--- config.mk ---
export PLATFORM = sky130hd
export DESIGN_NAME = lfsr_decrypt_engine
export DESIGN_NICKNAME = d
export VERILOG_FILES = /design/src/rtl/lfsr_decrypt_engine.sv
export SDC_FILE = /design/constraint.sdc
export NUM_CORES = 1
export LEC_CHECK = 0
export CORE_MARGIN = 5
export CORE_UTILIZATION = 33
export CTS_BUF_LIST = sky130_fd_sc_hd__clkbuf_4
export DETAILED_ROUTE_END_ITERATION = 7
export GPL_TIMING_DRIVEN = 0
export PLACE_DENSITY_LB_ADDON = 0.08
export SLEW_MARGIN = 0
export SYNTH_ARGS = -nofsm -noshare
export SYNTH_HDL_FRONTEND = slang
export SYNTH_SLANG_ARGS = --single-unit
--- constraint.sdc ---
create_clock -name clk -period 6.1 [get_ports clk]
set_clock_uncertainty 0.15 [all_clocks]
set_input_delay 0.915 -clock clk [delete_from_list [all_inputs] [get_ports clk]]
set_output_delay 0.915 -clock clk [all_outputs]
set_load 0.02 [all_outputs]
--- src/rtl/lfsr_decrypt_engine.sv ---
// LFSR-XOR message decryptor.
// Recovers the seed and tap pattern from the all-space preamble of a
// 64-byte cipher block in data memory. The plaintext is then written back to
// the bottom of data memory. The memory port is shared with the MISC core.
module lfsr_decrypt_engine #(
    parameter int FIXED_PRE   = 9,
    parameter int MSG_LEN     = 41,
    parameter int CIPHER_BASE = 64
) (
    input  logic       clk,
    input  logic       reset,
    input  logic       start,
    input  logic       strip_lead,
    output logic [7:0] mem_addr,
    output logic       mem_we,
    output logic [7:0] mem_wdata,
    input  logic [7:0] mem_rdata,
    output logic       busy,
    output logic       done,
    output logic       error,
    output logic [2:0] taps_idx
);

    localparam logic [7:0] SPACE  = 8'h20;
    localparam logic [7:0] PRE8   = 8'(FIXED_PRE);
    localparam logic [7:0] LEN8   = 8'(MSG_LEN);
    localparam logic [7:0] BASE8  = 8'(CIPHER_BASE);
    localparam logic [7:0] LAST_K = 8'd63;

    typedef enum logic [2:0] {
        S_IDLE, S_LOAD, S_SEARCH, S_DEC_RD, S_DEC_WR, S_PAD, S_DONE
    } state_t;

    function automatic logic [7:0] tap_of(input logic [2:0] i);
        case (i)
            3'd0:    tap_of = 8'hE1;
            3'd1:    tap_of = 8'hD4;
            3'd2:    tap_of = 8'hC6;
            3'd3:    tap_of = 8'hB8;
            3'd4:    tap_of = 8'hB4;
            3'd5:    tap_of = 8'hB2;
            3'd6:    tap_of = 8'hFA;
            default: tap_of = 8'hF3;
        endcase
    endfunction

    // Plain Fibonacci shift: an all-zero state stays zero forever.
    function automatic logic [7:0] lfsr_step(input logic [7:0] s, input logic [7:0] t);
        lfsr_step = {s[6:0], ^(s & t)};
    endfunction

    state_t     state;
    logic       mode;        // latched strip_lead
    logic [7:0] cbuf [0:8];  // preamble cipher bytes c[0..8]
    logic [3:0] cnt;         // LOAD beat / SEARCH step number
    logic [2:0] idx;         // candidate tap pattern
    logic [7:0] lfsr;
    logic [7:0] k;           // cipher index during DECRYPT
    logic [7:0] waddr;       // next plaintext address
    logic       started;     // mode 1: first non-space byte already seen

    logic [7:0] seed;
    logic [7:0] lfsr_nx;
    logic [7:0] dec_p;
    logic       dec_keep;
    logic [7:0] waddr_nx;

    assign seed     = cbuf[0] ^ SPACE;
    assign lfsr_nx  = lfsr_step(lfsr, tap_of(idx));
    assign dec_p    = mem_rdata ^ lfsr;
    assign dec_keep = mode ? (started || (dec_p != SPACE)) : (k >= PRE8);
    assign waddr_nx = waddr + {7'd0, dec_keep};

    // Write strobe and data come straight from the read data of the same
    // cycle, which keeps each byte to one read slot and one write slot.
    always_comb begin
        // NOTE: every output gets a default first so no path leaves it unassigned (no latch).
        mem_we    = 1'b0;
        mem_wdata = 8'h00;
        if (!reset) begin
            if (state == S_DEC_WR) begin
                mem_we    = dec_keep;
                mem_wdata = dec_p;
            end else if (state == S_PAD) begin
                mem_we    = 1'b1;
                mem_wdata = SPACE;
            end
        end
    end

    // Capture the preamble bytes as their reads return.
    always_ff @(posedge clk) begin
        // NOTE: the preamble buffer is pure data, always refilled before use, so it has no reset.
        if (state == S_LOAD && cnt != 4'd0)
            cbuf[cnt - 4'd1] <= mem_rdata;
    end

    // Main controller: load, tap search, decrypt, pad, done.
    always_ff @(posedge clk) begin
        // NOTE: all state is updated with non-blocking assignments so every register sees pre-edge values.
        if (reset) begin
            state    <= S_IDLE;
            mode     <= 1'b0;
            cnt      <= 4'd0;
            idx      <= 3'd0;
            lfsr     <= 8'h00;
            k        <= 8'h00;
            waddr    <= 8'h00;
            started  <= 1'b0;
            mem_addr <= 8'h00;
            busy     <= 1'b0;
            done     <= 1'b0;
            error    <= 1'b0;
            taps_idx <= 3'd0;
        end else begin
            case (state)
                S_IDLE, S_DONE: begin
                    if (start) begin
                        mode     <= strip_lead;
                        busy     <= 1'b1;
                        done     <= 1'b0;
                        error    <= 1'b0;
                        taps_idx <= 3'd0;
                        cnt      <= 4'd0;
                        mem_addr <= BASE8;
                        state    <= S_LOAD;
                    end
                end
                S_LOAD: begin
                    // Nine reads at cnt 0..8; cnt 9 only collects the last byte.
                    if (cnt == 4'd9) begin
                        cnt   <= 4'd1;
                        idx   <= 3'd0;
                        lfsr  <= seed;
                        state <= S_SEARCH;
                    end else begin
                        cnt <= cnt + 4'd1;
                        if (cnt < 4'd8)
                            mem_addr <= mem_addr + 8'd1;
                    end
                end
                S_SEARCH: begin
                    if (cbuf[cnt] != (lfsr_nx ^ SPACE)) begin
                        if (idx == 3'd7) begin
                            error <= 1'b1;
                            done  <= 1'b1;
                            busy  <= 1'b0;
                            state <= S_DONE;
                        end else begin
                            idx  <= idx + 3'd1;
                            lfsr <= seed;
                            cnt  <= 4'd1;
                        end
                    end else if (cnt == 4'd8) begin
                        taps_idx <= idx;
                        lfsr     <= seed;
                        k        <= 8'h00;
                        waddr    <= 8'h00;
                        started  <= 1'b0;
                        mem_addr <= BASE8;
                        state    <= S_DEC_RD;
                    end else begin
                        lfsr <= lfsr_nx;
                        cnt  <= cnt + 4'd1;
                    end
                end
                S_DEC_RD: begin
                    mem_addr <= waddr;
                    state    <= S_DEC_WR;
                end
                S_DEC_WR: begin
                    started <= started | dec_keep;
                    waddr   <= waddr_nx;
                    if (waddr_nx == LEN8) begin
                        done  <= 1'b1;
                        busy  <= 1'b0;
                        state <= S_DONE;
                    end else if (k == LAST_K) begin
                        if (mode) begin
                            mem_addr <= waddr_nx;
                            state    <= S_PAD;
                        end else begin
                            done  <= 1'b1;
                            busy  <= 1'b0;
                            state <= S_DONE;
                        end
                    end else begin
                        k        <= k + 8'd1;
                        lfsr     <= lfsr_nx;
                        mem_addr <= BASE8 + k + 8'd1;
                        state    <= S_DEC_RD;
                    end
                end
                S_PAD: begin
                    if (mem_addr == LEN8 - 8'd1) begin
                        done  <= 1'b1;
                        busy  <= 1'b0;
                        state <= S_DONE;
                    end else begin
                        mem_addr <= mem_addr + 8'd1;
                    end
                end
                default: state <= S_IDLE;
            endcase
        end
    end

endmodule

After elaboration in Yosys (flattened, before gate mapping)
Memories as Yosys holds them, arrays and structs flattened. A register that Yosys moved wholly into a read port is not among the register bits.
Cells that the tools add are included.
Cells by class
  add/subtract/negate cells: 8
  $lt $le $gt $ge: 2
  equal/unequal tests: 40
  multiplexer cells: 79
  bitwise operators: 5
  reductions and logical operators: 25
Operator list (count)
  8-bit two-way mux: 21
  7-bit case mux with 7 select lines: 1
  8-bit case mux with 6 select lines: 1
  3-bit two-way mux: 14
  8-bit case mux with 2 select lines: 2
  4-bit two-way mux: 7
  8-bit by 1-bit adder with 8-bit output, second input constant: 3
  8-bit by 6-bit == test with 1-bit output, second input constant: 3
  8-bit case mux with 3 select lines: 1
  1-bit two-way mux: 22
  3-bit == test, second input constant: 7
  2-bit != test, second input constant: 10
  3-bit case mux with 6 select lines: 1
  4-bit AND reduction: 4
  3-bit != test, second input constant: 5
  5-bit AND reduction: 3
  3-bit by 2-bit == test with 1-bit output, second input constant: 4
  3-bit case mux with 2 select lines: 2
  4-bit case mux with 3 select lines: 1
  9-bit AND reduction: 1
  7-bit by 8-bit adder with 8-bit output, first input constant: 1
  8-bit by 1-bit adder with 8-bit output: 1
  8-bit bitwise AND: 1
  4-bit == test, second input constant: 2
  30 further kinds: 41
Word-level totals
  register bits: 50
  memory bits (writable): 72
  input port bits: 12
  output and inout port bits: 23
  word-level logic and storage cells: 173
  memories kept: 1
Memories
  cbuf: words 9, width 8, rd ports 2, clocked after Yosys merged registers in 1, write ports 1, RTL line 54  | logic [7:0] cbuf [0:8];

Depth between registers and ports, before layout
  depth in word-level cells: 9
  depth in mapped cells: 16

Worst setup path after synthesis
Ideal clock, no wire load.
  path type: input-to-reg
  from: in mem_rdata[0]
  to: reg mem_addr[0]
  library setup time: 134 ps
  data arrival time: 3175 ps
  slack: 2641 ps
  stages: 14
  buffers on the path: 1
  cells stage by stage: xnor2_1 -> nand4_1 -> nor3_1 -> a31oi_1 -> ha_1 -> ha_1 -> nor4bb_1 -> and3_1 -> nand3_1 -> o21a_1 -> o211a_4 -> buf_6 -> nor2_1 -> a211oi_2
On the way
  longest elaborated chain between the ends: 9
  elaborated cells on any way between the ends: 12
  classes of those cells: 1 x add/sub; 3 x eq/ne; 5 x mux; 1 x bitwise; 2 x reduce/logical
RTL lines
  start: declaration: RTL line 17  | input logic [7:0] mem_rdata,
  8-bit bitwise XOR (*): RTL line 70  | assign dec_p = mem_rdata ^ lfsr;
  8-bit by 6-bit != test with 1-bit output (*): RTL line 71  | assign dec_keep = mode ? (started || (dec_p != SPACE)) : (k >= PRE8);
  1-bit logical OR (*): RTL line 71
  1-bit two-way mux (*): RTL line 71
  8-bit by 1-bit adder with 8-bit output (*): RTL line 72  | assign waddr_nx = waddr + {7'd0, dec_keep};
  branches (longest 4 deep; another with 9-bit AND reduction)
  end signal: assignment: RTL line 168  | mem_addr <= waddr;
  end signal: assignment: RTL line 180  | mem_addr <= waddr_nx;
  end signal: assignment: RTL line 190  | mem_addr <= BASE8 + k + 8'd1;
  end: declaration: RTL line 14  | output logic [7:0] mem_addr,
Every way passes the cells marked *. The select of a mux whose other input is x is not followed.
A chain may end at the register's enable or synchronous reset.

Final worst setup path
  from: in mem_rdata[0]
  to: reg lfsr[6]
On the way
  longest elaborated chain between the ends: 8
RTL lines
  8-bit bitwise XOR: RTL line 70
  8-bit by 6-bit != test with 1-bit output: RTL line 71
  1-bit logical OR: RTL line 71
  1-bit two-way mux: RTL line 71
  8-bit by 1-bit adder with 8-bit output: RTL line 72
  8-bit by 6-bit == test with 1-bit output: RTL line 174  | if (waddr_nx == LEN8) begin
  2-bit != test (no source line)
  5-bit AND reduction (no source line)
  end signal: assignment: RTL line 163  | lfsr <= lfsr_nx;
  end signal: assignment: RTL line 189  | lfsr <= lfsr_nx;
  end: declaration: RTL line 57  | logic [7:0] lfsr;
No other way between the ends.

==> impl_metrics.tcl <==
set metrics [dict create \
    status "complete, no violations" \
    crit_path_end_kind "register" \
    syn_area_um2 6820 \
    cts.path.max_buffers 2 \
    fin_crit_sh_pct 78.0 \
    async_flop_share_pct 0 \
    synth_seq_cells 126 \
    cts_hold_buf 0 \
    setup_viol 0 \
    synth_top_area_share_pct 31.7 \
    synth_cell_type_count 80 \
    max_slew_margin_pct 42.4 \
    final_nets 732 \
    netlist_top_cells_area "edfxtp_1, dfxtp_1, xnor2_1" \
    wl_per_cell_um 19.8 \
    cts-root-buf "clkbuf_4" \
    internal_power_w 0.00174 \
    cts_tree "yes" \
    tns_ns 0 \
    die_area_um2 23600 \
    drtIter0Drc 360 \
    grt_pass1_wl_um 30800 \
    hp-class "reg -> reg" \
    p_comb_share_pct 41.2 \
    post-cts-setup-buffer-count 0 \
    max_freq_mhz 210 \
    die_width_um 154 \
    drv_slew 0 \
    hold_violations 0 \
    clk_pin_slew_worst_paths_ns 0.12 \
    synth_edf_count 72 \
    synth.avg_cell_area_um2 10.5 \
    cp-start-kind "primary input" \
    core.rowCount 52 \
    p_per_area_nw_per_um2 368 \
    peakVddDrop_mv 0.193 \
    gp_congestion 0.854 \
    p_leak_nw 2.61 \
    crit_path_max_fanout 10 \
    netlist_instances 650 \
    die-height_um 154 \
    start_util_pct 33.6 \
    rsz0062_at_grt "no" \
    antenna_found_initial 1 \
    port-buffer-count 33 \
    worstPathRequired_ns 6.43 \
    cts_resized 0 \
    clock_sinks 126 \
    synth_nets 680 \
    grt_max_degree 17 \
    drtPass1Iterations 5 \
    synth_ff_type "edfxtp_1" \
    drive_gt1_share_pct 10.6 \
    seq_power_share_pct 36.1 \
    place_hpwl_um 14300 \
    swShare_pct 39.3 \
    critPathKind "in -> reg" \
    power_frac_clock_pct 22.6 \
    tightest_slew_ns 0.853 \
    io_pins 35 \
    clk_latency_ns 0.55 \
    area_growth_pct 14.4 \
    synth_warnings 0 \
    grt_pass1_vias 5354 \
    cts-htree-levels 4 \
    grt_remaining_overflow 0 \
    power.switching_w 0.00113 \
    coreArea_um2 20300 \
    yosysTopAreaCell "edfxtp_1" \
    viasPerCell 5.29 \
    drc 0 \
    fin_util_pct 38.4 \
    grt_usage_pct 16.6 \
    numCtsBuffers 17 \
    worstPathArrival_ns 5.09 \
    synth_seq_area_share_pct 47.6 \
    routed_wl_um 19500 \
    maxCapViolations 0 \
    min_period_ns 4.76 \
    dr_total_vias 5214 \
    antenna_left 0 \
]
-- metrics by stage --
step	setup slack [ns]	std cells	instance area, um2	power, W	hold WS [ns]
final	1.34	986	7800	0.00287	0.329
after global routing	0.999	986	7800	0.00305	0.348
after CTS	1.34	985	7800	0.00289	0.326
after detailed placement	0.823	953	7480	0.00223	0.302
after global placement	0.925	953	7480	0.00223	0.297
after floorplan	2.64	650	6820	0.00190	0.278
-- worst max-delay path: stages --
cell and delay [ns]:
clkdlybuf4s50_1 0.70, xnor2_1 0.33, nand4_1 0.17, nor3_1 0.43, a31oi_1 0.23, ha_1 0.32, ha_1 0.34, nor4bb_1 0.29
and3_1 0.20, nand3_1 0.14, nand2_1 0.15, nand2_1 0.17, o221a_2 0.22, nor2_2 0.30, o2bb2ai_1 0.16
-- Yosys cell counts, types with 6 or more instances --
master,count
a21oi_1,37
ha_1,18
nor3_1,16
nand3b_1,6
mux2_2,13
o21ai_0,23
edfxtp_1,72
clkbuf_1,25
mux4_2,6
nand2_1,45
xnor2_1,29
o22ai_1,8
nand4_1,6
nor2_1,65
nor2b_1,7
dfxtp_1,54
o2bb2ai_1,8
inv_1,22
a211oi_1,10
nand2b_1,9
mux2i_1,25
nand3_1,16
xor2_1,14
and3_1,12
-- layout make-up --
class,count,area [um2]
tap,270,338
clock buffer,17,128
inverter,23,86.3
buffer,36,166
sequential,126,3240
fill,2072,12500
antenna,1,2.50
clock inverter,15,186
timing repair buffer,33,330
multi-input combinational,465,3320
-- layout by cell type, fill, tap and decap left out, types with 14 or more instances in the layout --
| cell type | instances |
|---|---|
| clkbuf_4 | 17 |
| a21oi_1 | 37 |
| mux2i_1 | 25 |
| inv_1 | 22 |
| xnor2_1 | 29 |
| dfxtp_1 | 54 |
| nand3_1 | 16 |
| nand2_1 | 45 |
| clkdlybuf4s50_1 | 33 |
| nor2_1 | 65 |
| edfxtp_1 | 72 |
| o21ai_0 | 23 |
| nor3_1 | 16 |
| ha_1 | 18 |
| clkbuf_1 | 25 |
| xor2_1 | 14 |
-- power groups by stage --
stage               Sequential (W)  Combinational [W]  Clock, W
global placement           0.00106            0.00118         0
global route               0.00105            0.00130  0.000701
detailed placement         0.00106            0.00118         0
floorplan                  0.00108           0.000826         0
CTS                        0.00104            0.00118  0.000671
finish                     0.00104            0.00118  0.000649
-- kinds of logic after synthesis --
logic type	count (synthesis)	share of synthesized area, %
simple gates	209	15.2
compound gates	147	15.6
flops	126	47.6
buf+inv	59	3.71
xor+xnor	46	6.54
mux	45	8.02
fa+ha+maj	18	3.30
-- worst paths after layout --
| path | depth (start not counted) | slack [ns] | endpoint | start |
|---|---|---|---|---|
| max reg2reg | 15 | 1.79 | lfsr[6]$_SDFFE_PP0P_ | lfsr[5]$_SDFFE_PP0P_ |
| min reg2reg | 2 | 0.33 | done$_SDFFE_PP0P_ | done$_SDFFE_PP0P_ |
| max | 15 | 1.34 | lfsr[6]$_SDFFE_PP0P_ | mem_rdata[0] |
| min | 2 | 0.33 | done$_SDFFE_PP0P_ | done$_SDFFE_PP0P_ |
-- per-layer routing --
| metal | global-route usage (%) | share of wire [%] |
|---|---|---|
| met4 | 5.13 | 1.8 |
| met2 | 25.6 | 45 |
| met3 | 3.37 | 3.6 |
| met5 | 0 | 0 |
| met1 | 23.6 | 50 |
-- state kept, by name, indices dropped and copies added (netlist names), named ones only --
| signal | flops |
|---|---|
| cbuf | 72 |
| lfsr | 8 |
| idx | 3 |
| waddr | 8 |
| done | 1 |
| started | 1 |
| busy | 1 |
| cnt | 4 |
| error | 1 |
| taps_idx | 3 |
| mem_addr | 8 |
| k | 8 |
| state | 3 |
| mode | 1 |
No activity file was read; power rests on OpenSTA's default activity.
